--- src/rtl/nbcac_pkg.sv ---
// Shared definitions for the NBCAC stream decoder.
//   fib_w        : wire weight W(i), with W(1)=1, W(2)=2, W(i)=W(i-1)+W(i-2)
//   w_total      : sum of W(1..n), the largest value an n-wire codeword can decode to
//   sum_width    : bits needed to hold any n-wire sum, plus one bit of headroom
//   params_legal : legal parameter ranges for the decoder
package nbcac_pkg;

    function automatic int unsigned fib_w(input int i);
        int unsigned a;
        int unsigned b;
        int unsigned t;
        a = 1;
        b = 2;
        if (i <= 1) return 1;
        for (int k = 3; k <= i; k++) begin
            t = a + b;
            a = b;
            b = t;
        end
        return b;
    endfunction

    function automatic int unsigned w_total(input int n);
        int unsigned s;
        s = 0;
        for (int i = 1; i <= n; i++) s = s + fib_w(i);
        return s;
    endfunction

    function automatic int sum_width(input int n);
        return $clog2(w_total(n)) + 1;
    endfunction

    function automatic bit params_legal(input int n, input int k, input int e);
        return (n >= 4) && (n <= 32) && (k >= 2) && (k <= 24) && (e >= 1);
    endfunction

endpackage

--- src/rtl/nbcac_wsum.sv ---
// Combinational Fibonacci-weighted sum over a slice of code wires.
//   i_wires : slice of the codeword; bit j carries wire number BASE+j
//   o_sum   : sum of W(BASE+j) over every set bit, SUM_W bits wide
module nbcac_wsum
    import nbcac_pkg::*;
#(
    parameter int WIDTH = 10,
    parameter int BASE  = 1,
    parameter int SUM_W = 16
) (
    input  logic [WIDTH-1:0] i_wires,
    output logic [SUM_W-1:0] o_sum
);

    always_comb begin
        o_sum = '0;
        for (int j = 0; j < WIDTH; j++) begin
            if (i_wires[j]) o_sum = o_sum + SUM_W'(fib_w(BASE + j));
        end
    end

endmodule

--- src/rtl/nbcac_decoder_stream.sv ---
// Two-stage elastic NBCAC decoder with an overflow flag and a saturating error counter.
//   clock     : rising-edge clock
//   rst       : synchronous active-high reset, flushes both stages
//   codein    : received codeword, wire i on bit i (1-based)
//   in_valid  : codein is valid this cycle
//   in_ready  : block accepts codein this cycle
//   dataout   : decoded word (low K_BITS of the weighted sum)
//   out_valid : dataout/out_err are valid
//   out_ready : downstream accepts the output word
//   out_err   : weighted sum did not fit in K_BITS
//   err_clr   : synchronous clear of err_count, wins over an increment
//   err_count : saturating count of output transfers with out_err=1
module nbcac_decoder_stream
    import nbcac_pkg::*;
#(
    parameter int N_WIRES  = 20,
    parameter int K_BITS   = 14,
    parameter int ERRCNT_W = 16
) (
    input  logic                clock,
    input  logic                rst,
    input  logic [N_WIRES:1]    codein,
    input  logic                in_valid,
    output logic                in_ready,
    output logic [K_BITS-1:0]   dataout,
    output logic                out_valid,
    input  logic                out_ready,
    output logic                out_err,
    input  logic                err_clr,
    output logic [ERRCNT_W-1:0] err_count
);

    localparam int SUM_W = sum_width(N_WIRES);
    localparam int LO_N  = N_WIRES / 2;
    localparam int HI_N  = N_WIRES - LO_N;
    // Widen the sum when K_BITS exceeds it so the dataout slice is always in range.
    localparam int EXT_W = (SUM_W > K_BITS) ? SUM_W : K_BITS;

    generate
        if (!params_legal(N_WIRES, K_BITS, ERRCNT_W)) begin : g_bad_params
            $error("nbcac_decoder_stream: illegal N_WIRES/K_BITS/ERRCNT_W");
        end
    endgenerate

    function automatic logic is_over(input logic [EXT_W-1:0] v);
        logic f;
        f = 1'b0;
        for (int i = K_BITS; i < EXT_W; i++) f = f | v[i];
        return f;
    endfunction

    function automatic logic [ERRCNT_W-1:0] sat_inc(input logic [ERRCNT_W-1:0] c);
        return (&c) ? c : c + ERRCNT_W'(1);
    endfunction

    logic [SUM_W-1:0]    w_sum_lo;
    logic [SUM_W-1:0]    w_sum_hi;
    logic [SUM_W-1:0]    w_sum_p1;
    logic [EXT_W-1:0]    w_sum_ext;
    logic                w_adv1;
    logic                w_adv2;

    logic [SUM_W-1:0]    r_sum_lo_p1;
    logic [SUM_W-1:0]    r_sum_hi_p1;
    logic                r_vld_p1;
    logic                r_vld_p2;
    logic [K_BITS-1:0]   r_data_p2;
    logic                r_err_p2;
    logic [ERRCNT_W-1:0] r_errcnt;

    nbcac_wsum #(.WIDTH(LO_N), .BASE(1), .SUM_W(SUM_W)) u_wsum_lo (
        .i_wires (codein[LO_N:1]),
        .o_sum   (w_sum_lo)
    );

    nbcac_wsum #(.WIDTH(HI_N), .BASE(LO_N + 1), .SUM_W(SUM_W)) u_wsum_hi (
        .i_wires (codein[N_WIRES:LO_N+1]),
        .o_sum   (w_sum_hi)
    );

    // A stage loads when it is empty or its current word is leaving this cycle.
    assign w_adv2   = !r_vld_p2 || out_ready;
    assign w_adv1   = !r_vld_p1 || w_adv2;
    assign in_ready = !rst && w_adv1;

    // ---- stage 1: half sums ----
    always_ff @(posedge clock) begin
        if (rst) begin
            r_vld_p1 <= 1'b0;
        end else if (w_adv1) begin
            r_vld_p1 <= in_valid;
        end
    end

    always_ff @(posedge clock) begin
        if (w_adv1 && in_valid) begin
            r_sum_lo_p1 <= w_sum_lo;
            r_sum_hi_p1 <= w_sum_hi;
        end
    end

    assign w_sum_p1  = r_sum_lo_p1 + r_sum_hi_p1;
    assign w_sum_ext = EXT_W'(w_sum_p1);

    // ---- stage 2: final sum, overflow check, output register ----
    always_ff @(posedge clock) begin
        if (rst) begin
            r_vld_p2  <= 1'b0;
            r_data_p2 <= '0;
            r_err_p2  <= 1'b0;
        end else if (w_adv2) begin
            r_vld_p2 <= r_vld_p1;
            if (r_vld_p1) begin
                r_data_p2 <= w_sum_ext[K_BITS-1:0];
                r_err_p2  <= is_over(w_sum_ext);
            end
        end
    end

    always_ff @(posedge clock) begin
        if (rst || err_clr) begin
            r_errcnt <= '0;
        end else if (r_vld_p2 && out_ready && r_err_p2) begin
            r_errcnt <= sat_inc(r_errcnt);
        end
    end

    assign dataout   = r_data_p2;
    assign out_err   = r_err_p2;
    assign out_valid = r_vld_p2;
    assign err_count = r_errcnt;

endmodule

--- config.mk ---
export PLATFORM = sky130hd
export DESIGN_NAME = nbcac_decoder_stream
export DESIGN_NICKNAME = d
export VERILOG_FILES = /design/src/rtl/nbcac_pkg.sv /design/src/rtl/nbcac_wsum.sv /design/src/rtl/nbcac_decoder_stream.sv
export SDC_FILE = /design/constraint.sdc
export NUM_CORES = 1
export LEC_CHECK = 0
export ABC_AREA = 0
export CAP_MARGIN = 20
export CORE_MARGIN = 2
export CORE_UTILIZATION = 55
export DETAILED_ROUTE_END_ITERATION = 10
export PLACE_DENSITY = 0.77
export SYNTH_ARGS = -nofsm -noshare
export SYNTH_HDL_FRONTEND = slang
export SYNTH_SLANG_ARGS = --single-unit
--- constraint.sdc ---
create_clock -name clock -period 8.3 [get_ports clock]
set_clock_uncertainty 0.15 [all_clocks]
set_input_delay 0.83 -clock clock [delete_from_list [all_inputs] [get_ports clock]]
set_output_delay 0.83 -clock clock [all_outputs]
set_load 0.01 [all_outputs]
==> results of run 1 <==
-- worst max-delay path by stage --
| stage | startpoint | endpoint | slack [ns] | cells after the start |
|---|---|---|---|---|
| 2_1_floorplan | codein[12] | r_sum_hi_p1[15] | 2.60 | 21 |
| 5_1_grt | codein[13] | r_sum_hi_p1[14] | 0.83 | 21 |
| 4_1_cts | codein[13] | r_sum_hi_p1[15] | 1.40 | 21 |
| 6_report | codein[13] | r_sum_hi_p1[15] | 1.36 | 21 |
| 3_5_place_dp | codein[13] | r_sum_hi_p1[15] | 1.06 | 21 |
| 3_3_place_gp | codein[13] | r_sum_hi_p1[15] | 1.35 | 20 |
-- logic make-up (layout without fill, tap and decap cells) --
logic type / Yosys count / in the layout
xor gates and xnor gates: 111 / 111
other: 1 / 1
DFF: 59 / 59
adders and majority gates: 33 / 33
AOI/OAI and AO/OA: 164 / 164
buffers and inverters: 54 / 103
muxes: 15 / 15
and+or+nand+nor: 268 / 268
-- registers in the layout, summed over array words and instances (netlist names) --
name and count:
r_sum_lo_p1 10, err_count 16, dataout 14, out_err 1
out_valid 1, r_vld_p1 1, r_sum_hi_p1 16
-- power breakdown --
group | switching (uW) | total (uW) | internal [uW]
Sequential | 34.1 | 445 | 411
Clock | 99.9 | 236 | 136
Combinational | 559 | 1020 | 458
-- layout make-up --
cell class / count / area (um2)
Clock buffer: 12 / 135.1
Inverter: 29 / 108.9
Fill cell: 908 / 3631
Sequential cell: 59 / 1441
Tap cell: 136 / 170.2
Multi-Input combinational cell: 592 / 4218
Clock inverter: 4 / 41.29
Timing Repair Buffer: 58 / 578.1
-- cells in the mapped netlist (4+ instances only) --
cell type	number	share of area [%]
dfxtp_1	33	11
a211o_1	4	0.60
nand4_1	11	1.2
nor3b_1	4	0.51
o21ai_1	5	0.43
nand2b_1	17	1.8
nor3_1	15	1.3
and2_1	10	1.1
xor2_1	37	5.5
nand3b_1	4	0.51
nor4_1	7	0.75
nor2_1	68	4.3
ha_1	32	6.8
nor2b_1	15	1.6
nand3_1	18	1.5
a21boi_0	7	0.90
and3_1	8	0.85
or2_2	4	0.43
nand2_1	59	3.8
inv_1	27	1.7
o31ai_1	6	0.77
buf_2	4	0.34
mux2_2	4	0.77
a31oi_1	4	0.43
xnor2_1	68	10
a211oi_1	13	1.7
a21o_1	7	0.90
or3_1	5	0.53
o21ai_0	28	2.4
mux2i_1	11	1.9
clkbuf_1	16	1.0
o21a_1	8	1.0
a21oi_1	33	2.8
edfxtp_1	26	13
o211ai_1	10	1.3
-- critical path, stage by stage --
cell             delay [ns]
clkdlybuf4s50_1        0.73
ha_1                   0.71
inv_1                  0.16
ha_1                   0.35
mux2i_1                0.10
ha_1                   0.22
nor2b_1                0.35
nand2_1                0.15
xnor2_1                0.15
ha_1                   0.29
o221ai_1               0.44
o21a_1                 0.24
nor2b_1                0.26
a21oi_4                0.09
xnor2_1                0.24
o41ai_2                0.43
xor2_1                 0.27
o21ai_1                0.14
a211o_1                0.32
a31o_1                 0.24
nor2b_1                0.13
-- per-stage QoR --
stage / std cells / area (um2) / total power [uW] / hold WS (ns)
floorplan: 705 / 5871 / 1262 / 0.3261
global route: 890 / 6693 / 1863 / 0.3233
global placement: 874 / 6516 / 1422 / 0.2891
CTS: 890 / 6693 / 1710 / 0.3013
detailed placement: 874 / 6516 / 1466 / 0.2954
finish: 890 / 6693 / 1699 / 0.2997
-- metal layers --
layer | GRT usage, % | wire [um]
met4 | 7.699 | 129
met2 | 40.60 | 6181
met5 | 0 | 0
met3 | 3.329 | 421
met1 | 25.84 | 5284
==> reports/qor.yml, run 1 <==
status: "finished, final reports clean"
initial_core_util_pct: 56.87
grt_setup_unrepaired: "no"
drive_gt1_share_pct: 5.040
via_per_inst: 5.716
r2r_cells: 17
grt-ovfl-total: 0
syn_area_mm2: 0.005871
totalWireLength_um: 12020
grt_pass1_vias: 4932
post_cts_resized: 0
syn_area_per_cell_um2: 8.327
gr-usage-all-layers_pct: 22.04
timing.rr.end: "out_err"
peakVddDrop_mv: 0.1874
min_delay_worst_endpoint: "dataout[7]"
p_per_area_mw_per_mm2: 253.8
drv_slew: 0
antenna_found_initial: 0
clock_latency_ns: 0.33
synthesis.nets: 763
grt_max_degree: 27
ys_ff_latch: 59
power_leakage_uw: 0.002523
min_period_over_period_pct: 83.55
synth_warnings: 0
fin_crit_ns: 6.935
fmax_mhz: 144.2
clockBufferDepth: 2
hold_depth: 2
synth_cell_type_count: 85
clk_pin_slew_ns: 0.06
dieArea_mm2: 0.01152
synth_simple_gate_area_share_pct: 24.02
worstMarginPinSlew_ns: 0.8203
vias: 5087
reg2reg_slack_ns: 4.72
h-tree-depth: 3
synth_fa_ha_area_share_pct: 7.161
final_cell_mix: "nor2_1, xnor2_1, nand2_1"
cts.sinks: 59
synth_compound_area_share_pct: 19.95
antenna_cells: 0
core_mm2: 0.01032
async_flop_share_pct: 0
regToRegStartpoint: "r_sum_hi_p1[0]"
drc: 0
path_class: "in -> reg"
synth_top_family_by_area: "simple AND/OR/NAND/NOR gates"
synth_ff_type: "dfxtp_1"
synthCells: 705
grt_pass1_wl_um: 21180
gp_congestion: 0.8159
dp_slack_ns: 1.060
min_from: "dataout[7]"
relSlewSlack_pct: 45.20
fin_nets: 807
final_core_util_pct: 64.83
cts_tree: "yes"
start_kind: "input port"
drv_cap: 0
fin_ws_ns: 1.365
dr.first_iter.drc_count: 270
cts_buffers: 9
syn2layout_area_growth_pct: 14.00
wl_per_cell_um: 13.50
crit_required_ns: 8.22
top_level_ports: 58
min_path_type: "reg -> reg"
end_kind: "flop"
post_cts_buffers: 0
critPathMaxFanout: 18
finalSetupViolations: 0
num_rows: 37
synth-xor-area-share_pct: 17.95
dp_hpwl_um: 9626
clockRootBuffer: "clkbuf_8"
tns_ns: 0
ys_seq_area_share_pct: 24.55
portBuffers: 57
finalHoldViolCount: 0
ant_nets: 0
crit_arrival_ns: 6.86
cts_hold_buf: 0
muxShareOfSynthArea_pct: 2.643
drt-pass1-iter-count: 5
synth_edf_count: 26
die_w_um: 107.3
die-height_um: 107.3
No activity file was read; power rests on OpenSTA's default activity.
==> run 2: changes to the inputs <==
- clock period: 8.3 -> 6.9 ns (I/O delays scaled with it)
==> reports/qor.yml, run 2 (synthesis results as in run 1) <==
status: "finished, final reports clean"
relSlewSlack_pct: 47.21
fmax_mhz: 162.9
startpoint: "codein[12]"
crit_slowest_cell: "nor4_1"
top_level_ports: 58
portBuffers: 57
min_period_over_period_pct: 88.94
grt_pass1_wl_um: 20400
crit_arrival_ns: 6.06
crit_family: "adder cells"
drive_gt1_share_pct: 6.184
worstMarginPinSlew_ns: 0.7902
grt_setup_unrepaired: "no"
wl_per_cell_um: 13.26
gp_congestion: 0.8747
h-tree-depth: 3
end_kind: "flop"
grt_pass1_vias: 4918
dieArea_mm2: 0.01152
via_per_inst: 5.671
drc: 0
antenna_cells: 0
clockBufferDepth: 2
fin_crit_ns: 6.137
power_leakage_uw: 0.002564
dr.first_iter.drc_count: 180
drt-pass1-iter-count: 5
cts.sinks: 59
crit_required_ns: 6.83
gr-usage-all-layers_pct: 21.09
finalPower_uw: 2065
drv_cap: 0
totalWireLength_um: 11880
core_mm2: 0.01032
cp_common_cell: "ha_1"
ant_nets: 0
die-height_um: 107.3
final_cell_mix: "nor2_1, xnor2_1, nand2_1"
peakVddDrop_mv: 0.1750
syn2layout_area_growth_pct: 15.05
critical_path_buf_inv_count: 2
finalSetupViolations: 0
clock_latency_ns: 0.34
min_path_type: "reg -> reg"
cts_tree: "yes"
p_per_area_mw_per_mm2: 305.8
finalHoldViolCount: 0
critPathMaxFanout: 5
clockRootBuffer: "clkbuf_8"
initial_core_util_pct: 56.87
regToRegStartpoint: "r_sum_lo_p1[0]"
cts_buffers: 9
start_kind: "input port"
grt_max_degree: 27
final_core_util_pct: 65.42
min_from: "dataout[5]"
post_cts_buffers: 0
antenna_found_initial: 0
cts_hold_buf: 0
path_cells: "clkdlybuf4s50_1, ha_1, ha_1, inv_1, ha_1, mux2i_1, ha_1, mux2_2, ha_1, mux2_2, ha_1, nor2_1, and4b_1, nor4_1, nand3b_1, a211oi_1, a41oi_1, nor2_1, nor3_1, o21ai_1, a211o_1, a31o_1, nor2b_1"
dp_hpwl_um: 9603
die_w_um: 107.3
drv_slew: 0
vias: 5081
clk_pin_slew_ns: 0.06
tns_ns: 0
fin_nets: 814
num_rows: 37
path_class: "in -> reg"
post_cts_resized: 0
grt-ovfl-total: 0
max_stage_delay_ns: 0.50
==> run 2: power breakdown <==
part | total, uW | internal, uW | switching (uW) | leakage (uW)
Sequential | 535 | 494 | 40.9 | 0.000524
Combinational | 1240 | 558 | 677 | 0.00195
Clock | 295 | 175 | 120 | 0.0000940
==> run 2: per-stage QoR <==
step | hold slack (ns) | cell area (um2) | setup slack (ns) | instances
2_1_floorplan | 0.3261 | 5871 | 1.342 | 705
3_3_place_gp | 0.2885 | 6569 | 0.6151 | 881
3_5_place_dp | 0.3025 | 6569 | 0.4239 | 881
4_1_cts | 0.3102 | 6754 | 0.7898 | 896
5_1_grt | 0.3210 | 6754 | 0.3492 | 896
6_report | 0.3093 | 6754 | 0.7631 | 896
==> run 2: final timing paths <==
path / end / slack, ns / depth (start not counted)
max: r_sum_hi_p1[15] / 0.76 / 23
min: dataout[5] / 0.31 / 2
max reg2reg: out_err / 3.39 / 17
min reg2reg: dataout[5] / 0.31 / 2
==> run 2: layer usage <==
metal | wire length, um | GRT usage, % | vias to the layer above
met2 | 6054 | 39.56 | 97
li1 | - | - | 2640
met5 | 0 | 0 | -
met4 | 194 | 7.607 | 0
met1 | 5216 | 24.30 | 2328
met3 | 418 | 2.724 | 16
==> run 2: worst register-to-register path: cells and delay by family (launching register included) <==
family          cells  cell delay, ns
fa+ha+maj           2            0.55
buf+inv             1            0.05
compound gates     10            1.83
simple gates        4            0.52
flops               1            0.34
==> run 2: area by class of cell <==
class	count	area, um2
flip-flops and latches	59	1441
clock inverters	2	36.28
inverters	29	108.9
multi-input cells	592	4218
fillers	897	3570
repair buffers	65	630.6
clock buffers	13	148.9
well taps	136	170.2
==> run 3: changes to the inputs <==
- DONT_BUFFER_PORTS: default -> 1
- PLACE_DENSITY: 0.77 -> 0.7
- SLEW_MARGIN: default -> 20
==> reports/qor.yml, run 3 (synthesis results as in run 1) <==
status: "finished, final reports clean"
post_cts_resized: 0
min_delay_worst_endpoint: "out_err"
path_class: "in -> reg"
worstMarginPinSlew_ns: 0.8272
start_kind: "input port"
fin_nets: 750
top_level_ports: 58
gp_congestion: 0.8926
die_w_um: 107.3
fmax_mhz: 171.2
crit_arrival_ns: 5.77
tns_ns: 0
grt_max_degree: 27
cts_buffers: 9
timing.rr.end: "out_err"
cts_hold_buf: 0
drv_slew: 0
drv_cap: 0
regToRegStartpoint: "r_sum_hi_p1[0]"
clockBufferDepth: 2
min_from: "rst"
syn2layout_area_growth_pct: 4.454
post_cts_buffers: 0
die-height_um: 107.3
totalWireLength_um: 11630
antenna_cells: 0
min_path_type: "in -> reg"
reg2reg_slack_ns: 3.23
regArea_mm2: 0.001441
relSlewSlack_pct: 44.74
portBuffers: 0
dieArea_mm2: 0.01152
ant_nets: 0
min_period_over_period_pct: 84.68
num_rows: 37
wl_per_cell_um: 13.96
place_area_mm2: 0.005946
peakVddDrop_mv: 0.1930
crit_required_ns: 6.83
top_usage_layer: "met2"
initial_core_util_pct: 56.87
use_met3_pct: 3.814
p_per_area_mw_per_mm2: 322.5
grt_pass1_wl_um: 20220
dp_hpwl_um: 9359
vias: 4829
drive_gt1_share_pct: 6.313
r2r_cells: 17
fin_crit_ns: 5.843
core_mm2: 0.01032
drt-pass1-iter-count: 4
h-tree-depth: 3
hold_depth: 1
cts_tree: "yes"
grt_setup_unrepaired: "no"
dr.first_iter.drc_count: 263
drc: 0
antenna_found_initial: 0
clockRootBuffer: "clkbuf_8"
end_kind: "flop"
clock_latency_ns: 0.33
finalHoldViolCount: 0
final_cell_mix: "nor2_1, xnor2_1, nand2_1"
multi_input_area_mm2: 0.004218
final_area_mm2: 0.006132
finalSetupViolations: 0
grt-ovfl-total: 0
power_leakage_uw: 0.002328
gr-usage-met1_pct: 25.17
critPathMaxFanout: 13
via_per_inst: 5.797
gr-usage-all-layers_pct: 20.98
num-fill-cells: 918
clk_pin_slew_ns: 0.07
holdWs_ns: 0.2702
cts.sinks: 59
gr-usage-met2_pct: 37.66
grt_pass1_vias: 4687
run 3: cell count changes in the layout (fill, tap and decap cells not counted):
cell	previous run	this run
clkdlybuf4s50_1	57	0
clkinv_2	0	1
clkbuf_8	10	11
clkinv_4	0	2
buf_4	8	1
clkbuf_1	3	0
bufinv_16	1	0
inv_4	1	2
run 3: worst max-delay path by stage:
| stage | start | endpoint | slack [ns] | depth (start not counted) |
|---|---|---|---|---|
| after floorplan | codein[12] | r_sum_hi_p1[15] | 1.34 | 21 |
| after global placement | codein[12] | r_sum_hi_p1[15] | 0.96 | 19 |
| after detailed placement | codein[12] | r_sum_hi_p1[15] | 0.75 | 20 |
| after CTS | codein[12] | r_sum_hi_p1[15] | 1.09 | 20 |
| after global routing | codein[12] | r_sum_hi_p1[14] | 0.67 | 20 |
| final | codein[12] | r_sum_hi_p1[15] | 1.06 | 20 |
run 3: cell type report:
cell class,instances,share of cell area (%)
Inverter,29,1.775
Multi-Input combinational cell,592,68.78
Sequential cell,59,23.51
Tap cell,136,2.775
Clock inverter,5,0.5713
Clock buffer,11,2.469
Timing Repair Buffer,1,0.1224
run 3: critical path, cell delays in order:
cell and delay (ns):
ha_1 0.53, inv_1 0.16, ha_1 0.36, mux2i_1 0.10, ha_1 0.22, nor2b_1 0.32
nand2_1 0.15, xnor2_1 0.15, ha_1 0.28, o221ai_1 0.45, o21a_1 0.25, nor2b_1 0.27
a21oi_4 0.09, xnor2_1 0.21, o41ai_2 0.39, xor2_1 0.29, o21ai_1 0.13, a211o_1 0.34
a31o_1 0.24, nor2b_1 0.14
run 3: through the flow:
| step | total power, uW | instances | utilization [%] | setup WS, ns |
|---|---|---|---|---|
| after global routing | 2165 | 833 | 59.40 | 0.6725 |
| after global placement | 1650 | 817 | 57.59 | 0.9590 |
| after CTS | 1986 | 833 | 59.40 | 1.094 |
| after floorplan | 1518 | 705 | - | 1.342 |
| final | 1978 | 833 | 59.40 | 1.057 |
| after detailed placement | 1693 | 817 | 57.59 | 0.7516 |
run 3: layer usage:
| metal | wire (um) | vias to the layer above |
|---|---|---|
| met3 | 432 | 12 |
| met1 | 5198 | 2220 |
| li1 | - | 2509 |
| met5 | 0 | - |
| met2 | 5832 | 88 |
| met4 | 164 | 0 |
run 3: power by group:
group | leakage (uW) | switching [uW] | total [uW] | internal, uW
clock | 0.000100 | 137 | 288 | 151
combinational | 0.00170 | 635 | 1140 | 508
sequential | 0.000524 | 52.8 | 547 | 494
total | 0.00233 | 825 | 1980 | 1150
